[src/rtl/pipeline_spi_command_master.sv]
// SPI mode-0 command master: one frame of up to MAX_BYTES bytes per handshake,
// MSB-first on MOSI, MISO captured into rsp_data with matching byte alignment.
module pipeline_spi_command_master #(
    parameter int CLK_DIV    = 4,
    parameter int MAX_BYTES  = 8,
    parameter int GAP_CYCLES = 8,
    parameter int LEN_WIDTH  = 4
) (
    input  logic                   clk,
    input  logic                   rst,
    input  logic                   cmd_valid,
    output logic                   cmd_ready,
    input  logic [LEN_WIDTH-1:0]   cmd_len,
    input  logic [8*MAX_BYTES-1:0] cmd_data,
    output logic [8*MAX_BYTES-1:0] rsp_data,
    output logic                   rsp_valid,
    output logic                   busy,
    output logic                   hw_spi_clk,
    output logic                   hw_spi_ss,
    output logic                   hw_spi_mosi,
    input  logic                   hw_spi_miso
);

    localparam int NB    = 8 * MAX_BYTES;
    localparam int IDX_W = $clog2(NB);
    localparam int BIT_W = $clog2(NB + 1);
    localparam int DIV_W = (CLK_DIV > 1) ? $clog2(CLK_DIV) : 1;
    localparam int GAP_W = (GAP_CYCLES > 1) ? $clog2(GAP_CYCLES) : 1;

    localparam logic [DIV_W-1:0]     DIV_LAST = DIV_W'(CLK_DIV - 1);
    localparam logic [GAP_W-1:0]     GAP_LAST = GAP_W'((GAP_CYCLES > 1) ? GAP_CYCLES - 2 : 0);
    localparam logic [LEN_WIDTH-1:0] LEN_MAX  = LEN_WIDTH'(MAX_BYTES);

    localparam logic [2:0] S_IDLE  = 3'd0;
    localparam logic [2:0] S_SETUP = 3'd1;
    localparam logic [2:0] S_HIGH  = 3'd2;
    localparam logic [2:0] S_LOW   = 3'd3;
    localparam logic [2:0] S_HOLD  = 3'd4;
    localparam logic [2:0] S_GAP   = 3'd5;

    logic [2:0]       state_q, state_d;
    logic [DIV_W-1:0] div_q, div_d;
    logic [BIT_W-1:0] bit_q, bit_d;
    logic [BIT_W-1:0] nbits_q, nbits_d;
    logic [GAP_W-1:0] gap_q, gap_d;
    logic [NB-1:0]    tx_q, tx_d;
    logic [NB-1:0]    rsp_q, rsp_d;
    logic             sclk_q, sclk_d;
    logic             ss_q, ss_d;
    logic             mosi_q, mosi_d;
    logic             ready_q, ready_d;
    logic             busy_q, busy_d;
    logic             rv_q, rv_d;

    logic [LEN_WIDTH-1:0] len_eff;
    logic [BIT_W-1:0]     nbits_in;
    logic [BIT_W-1:0]     bit_inc;
    logic [IDX_W-1:0]     cur_idx;
    logic [IDX_W-1:0]     nxt_idx;
    logic                 div_last;
    logic                 last_bit;

    // Frame bit k lives at byte k/8, bit 7-k%8: flip the low three index bits.
    always_comb begin
        len_eff  = (cmd_len > LEN_MAX) ? LEN_MAX : cmd_len;
        nbits_in = BIT_W'({len_eff, 3'b000});
        bit_inc  = bit_q + 1'b1;
        cur_idx  = bit_q[IDX_W-1:0] ^ IDX_W'(7);
        nxt_idx  = bit_inc[IDX_W-1:0] ^ IDX_W'(7);
        div_last = (div_q == DIV_LAST);
        last_bit = (bit_q == nbits_q - BIT_W'(1));
    end

    always_comb begin
        state_d = state_q;
        div_d   = div_q + 1'b1;
        bit_d   = bit_q;
        nbits_d = nbits_q;
        gap_d   = gap_q;
        tx_d    = tx_q;
        rsp_d   = rsp_q;
        sclk_d  = sclk_q;
        ss_d    = ss_q;
        mosi_d  = mosi_q;
        ready_d = ready_q;
        busy_d  = busy_q;
        rv_d    = 1'b0;
        unique case (state_q)
            S_IDLE: begin
                ready_d = 1'b1;
                busy_d  = 1'b0;
                div_d   = '0;
                if (cmd_valid && ready_q) begin
                    tx_d    = cmd_data;
                    rsp_d   = '0;
                    nbits_d = nbits_in;
                    bit_d   = '0;
                    if (len_eff == '0) begin
                        rv_d = 1'b1;
                    end else begin
                        state_d = S_SETUP;
                        ready_d = 1'b0;
                        busy_d  = 1'b1;
                        ss_d    = 1'b0;
                        sclk_d  = 1'b0;
                        mosi_d  = cmd_data[7];
                    end
                end
            end
            S_SETUP: begin
                if (div_last) begin
                    state_d = S_HIGH;
                    div_d   = '0;
                    sclk_d  = 1'b1;
                end
            end
            S_HIGH: begin
                if (div_q == '0) begin
                    rsp_d[cur_idx] = hw_spi_miso;
                end
                if (div_last) begin
                    div_d  = '0;
                    sclk_d = 1'b0;
                    if (last_bit) begin
                        state_d = S_HOLD;
                    end else begin
                        state_d = S_LOW;
                        bit_d   = bit_inc;
                        mosi_d  = tx_q[nxt_idx];
                    end
                end
            end
            S_LOW: begin
                if (div_last) begin
                    state_d = S_HIGH;
                    div_d   = '0;
                    sclk_d  = 1'b1;
                end
            end
            S_HOLD: begin
                if (div_last) begin
                    div_d  = '0;
                    ss_d   = 1'b1;
                    mosi_d = 1'b0;
                    rv_d   = 1'b1;
                    gap_d  = '0;
                    // The IDLE cycle itself is the last cycle of the ss-high gap.
                    if (GAP_CYCLES > 1) begin
                        state_d = S_GAP;
                    end else begin
                        state_d = S_IDLE;
                        ready_d = 1'b1;
                        busy_d  = 1'b0;
                    end
                end
            end
            S_GAP: begin
                gap_d = gap_q + 1'b1;
                if (gap_q == GAP_LAST) begin
                    state_d = S_IDLE;
                    ready_d = 1'b1;
                    busy_d  = 1'b0;
                end
            end
            default: begin
                state_d = S_IDLE;
            end
        endcase
    end

    always_ff @(posedge clk) begin
        if (rst) begin
            state_q <= S_IDLE;
            div_q   <= '0;
            bit_q   <= '0;
            nbits_q <= '0;
            gap_q   <= '0;
            tx_q    <= '0;
            rsp_q   <= '0;
            sclk_q  <= 1'b0;
            ss_q    <= 1'b1;
            mosi_q  <= 1'b0;
            ready_q <= 1'b0;
            busy_q  <= 1'b0;
            rv_q    <= 1'b0;
        end else begin
            state_q <= state_d;
            div_q   <= div_d;
            bit_q   <= bit_d;
            nbits_q <= nbits_d;
            gap_q   <= gap_d;
            tx_q    <= tx_d;
            rsp_q   <= rsp_d;
            sclk_q  <= sclk_d;
            ss_q    <= ss_d;
            mosi_q  <= mosi_d;
            ready_q <= ready_d;
            busy_q  <= busy_d;
            rv_q    <= rv_d;
        end
    end

    assign cmd_ready   = ready_q;
    assign rsp_data    = rsp_q;
    assign rsp_valid   = rv_q;
    assign busy        = busy_q;
    assign hw_spi_clk  = sclk_q;
    assign hw_spi_ss   = ss_q;
    assign hw_spi_mosi = mosi_q;

endmodule

[config.mk]
export PLATFORM = sky130hd
export DESIGN_NAME = pipeline_spi_command_master
export DESIGN_NICKNAME = d
export VERILOG_FILES = /design/src/rtl/pipeline_spi_command_master.sv
export SDC_FILE = /design/constraint.sdc
export NUM_CORES = 1
export LEC_CHECK = 0
export ABC_AREA = 1
export BUFFER_PORTS_ARGS = -buffer_cell sky130_fd_sc_hd__buf_2
export CAP_MARGIN = 10
export CORE_MARGIN = 4
export CORE_UTILIZATION = 25
export DETAILED_ROUTE_END_ITERATION = 16
export GPL_ROUTABILITY_DRIVEN = 0
export SYNTH_ARGS = -nofsm -noshare
export SYNTH_HDL_FRONTEND = slang
export SYNTH_SLANG_ARGS = --single-unit
[constraint.sdc]
create_clock -name clk -period 2.5 [get_ports clk]
set_input_delay 0.5 -clock clk [delete_from_list [all_inputs] [get_ports clk]]
set_output_delay 0.5 -clock clk [all_outputs]
set_load 0.1 [all_outputs]
==> results_dict.tcl <==
set metrics [dict create \
    cts_max_path_buffers 2 \
    cp.arrival_ps 2420 \
    cts_buffers 17 \
    reg2reg_slack_ps 420 \
    grt_max_degree 88 \
    grt_first_pass_wirelength_um 35300 \
    hold_path_startpoint "cmd_data[40]" \
    critPathMostFrequentCell "nand3_1" \
    synthTopCellsByArea "dfxtp_1 (43%), nand2_1 (13%), a21oi_1 (10%)" \
    cts_setup_buffers 0 \
    ys_seq_area_share_pct 43.1 \
    end_kind "flip-flop" \
    cp_num_buf_inv 1 \
    cts_resized 0 \
    p_clk_share_pct 28.5 \
    avgSynthCellArea_um2 6.86 \
    drive_gt1_share_pct 17.6 \
    grt_pass1_vias 6696 \
    grt_antenna_before_repair 2 \
    antennaDiodeCount 0 \
    outcome "completed" \
    cp-start-kind "flip-flop" \
    vdd_drop_max_mv 0.525 \
    reg2reg_to "hw_spi_mosi$_SDFFE_PP0P_" \
    drcViolationCount 0 \
    clockRootBuffer "clkbuf_16" \
    rsz0062_at_grt "false" \
    yosysTopAreaCellShare_pct 43.1 \
    r2r-start "bit_q[1]$_SDFFE_PP0P_" \
    min_to "tx_q[40]$_SDFFE_PP0P_" \
    fin_util_pct 31.3 \
    fin_nets 1226 \
    hold_buffers 0 \
    critPathSlowestCell "dfxtp_1" \
    skew_ps 14.5 \
    path_cells "ha_1 > inv_1 > nand3_1 > nand3_1 > nand3_1 > nand3_1 > nand3_1 > nand3_1 > nand2_1 > a21oi_1" \
    sequentialPowerShare_pct 32.4 \
    max_freq_ghz 0.482 \
    intPower_mw 5.55 \
    die_x_um 177 \
    drt-initial-drc-count 626 \
    core_area_um2 27900 \
    setup_tns_ps 0 \
    h-tree-depth 4 \
    cpLargestDelayFamily "simple AND/OR/NAND/NOR gates" \
    syn_area_um2 7110 \
    maxSlewViolCount 0 \
    setup_viol 0 \
    drv_cap 0 \
    tightestPinTransition_ps 972 \
    period_needed_ps 2080 \
    ant_nets 0 \
    fin_crit_sh_pct 83.1 \
    async_flop_share_pct 0 \
    yosysWarnings 0 \
    wirelength_um 22300 \
    yosys.area.top_type "dfxtp_1" \
    synth_edf_count 0 \
    crit_required_ps 2840 \
    grt_overflow 0 \
    synthFlopType "dfxtp_1" \
    dp_hpwl_um 15000 \
    clk_pin_slew_worst_paths_ps 60 \
    synth.most_common_cell "nand2_1" \
    synth_cell_type_count 32 \
    min_delay_path_depth 3 \
    viasPerCell 4.53 \
    synth_common_cells "nand2_1 (238), dfxtp_1 (153), a21oi_1 (146), inv_1 (90), nor2_1 (87)" \
    cts_sinks 153 \
    p_leak_nw 3.50 \
    syn_to_final_growth_pct 22.8 \
    critical_path_class "reg2reg" \
    fp.dieH_um 177 \
    drt_pass1_iterations 5 \
    rr_worst_depth 10 \
    vias 6972 \
    cts_tree "built" \
    dieArea_um2 31200 \
    max_stage_delay_ps 460 \
    hold_viol_final 0 \
    core.rowCount 61 \
    switchingPower_mw 3.72 \
    setup_ws_ps 424 \
    dp_slack_ps 426 \
    io_buffers 141 \
    top_level_ports 142 \
    relSlewSlack_pct 35.2 \
    syn-num-nets 1115 \
    power_density_nw_per_um2 1060 \
    initial_core_util_pct 25.5 \
    fin_total_pwr_mw 9.27 \
    yosys_register_bits 153 \
    swShare_pct 40.2 \
    post_drt_wl_per_cell_um 14.5 \
    synthCells 1037 \
    p_comb_share_pct 39.1 \
    clock_latency_ps 430 \
    gr-usage-all-layers_pct 14.0 \
    holdCritPathClass "in2reg" \
    path_max_fanout 16 \
    cp.depth 10 \
]
==> sequential cells by signal, indices dropped and copies added (netlist names), 2 cells and up <==
register and cells:
state_q 3, nbits_q 4, gap_q 3, bit_q 7, tx_q 64, rsp_data 64
div_q 2
==> worst max path at each step <==
| stage | from | endpoint | slack [ps] |
|---|---|---|---|
| floorplan | cmd_ready$_SDFFE_PP0P_ | rsp_data[54]$_SDFFE_PP0P_ | 390 |
| global placement | bit_q[0]$_SDFFE_PP0P_ | hw_spi_mosi$_SDFFE_PP0P_ | 440 |
| finish | bit_q[1]$_SDFFE_PP0P_ | hw_spi_mosi$_SDFFE_PP0P_ | 420 |
| global route | state_q[0]$_SDFFE_PP0P_ | rsp_data[3]$_SDFFE_PP0P_ | 230 |
| detailed placement | bit_q[1]$_SDFFE_PP0P_ | hw_spi_mosi$_SDFFE_PP0P_ | 430 |
| CTS | bit_q[1]$_SDFFE_PP0P_ | hw_spi_mosi$_SDFFE_PP0P_ | 420 |
==> worst min-delay path, cell delays in order <==
cell	delay [ps]
buf_2	100
nand2_1	50
a21oi_1	50
==> cell usage in the layout (no fill, tap or decap), types with 6 or more instances in the layout <==
master	n
nand2_1	238
nor2_1	87
o21ai_0	47
buf_2	141
a21oi_1	146
o21ai_1	82
inv_1	90
ha_1	6
clkbuf_16	17
dfxtp_1	153
o211ai_1	7
inv_2	6
nand3_1	76
buf_4	10
==> per-layer routing <==
metal / vias to the layer above / track usage [%] / wire length (µm)
li1: 3603 / - / -
met1: 3192 / 18.8 / 10600
met2: 147 / 22.6 / 10200
met3: 26 / 3.27 / 1070
met4: 4 / 3.84 / 363
met5: - / 0 / 27
==> power by group through the flow <==
stage	sequential, mW	combinational [mW]	clock, mW
floorplan	3.29	2.69	0
global placement	3.05	3.62	0
detailed placement	3.06	3.66	0
CTS	3.00	3.68	2.68
global route	3.05	4.10	2.78
finish	3.00	3.63	2.64
==> cell families (layout without fill, tap and decap cells) <==
group / Yosys count / count (layout) / synth area share, %
simple gates: 421 / 421 / 24.5
buf+inv: 160 / 283 / 9.62
flops: 153 / 153 / 43.1
compound gates: 289 / 289 / 20.8
xor+xnor: 8 / 8 / 0.985
fa+ha+maj: 6 / 6 / 1.06
==> cell type report <==
class | count | area (µm²)
well taps | 378 | 473
multi-input cells | 724 | 3370
flip-flops and latches | 153 | 3060
clock inverters | 12 | 141
fillers | 3073 | 19200
inverters | 96 | 360
clock buffers | 19 | 453
repair buffers | 156 | 881
==> per-stage QoR <==
stage / cell area, µm² / hold slack (ps) / instances
finish: 8740 / 330 / 1538
global route: 8740 / 328 / 1538
CTS: 8740 / 318 / 1538
detailed placement: 8140 / 443 / 1507
global placement: 8140 / 440 / 1507
floorplan: 7110 / 429 / 1037
Note: power is estimated with default switching activity, not from simulation.
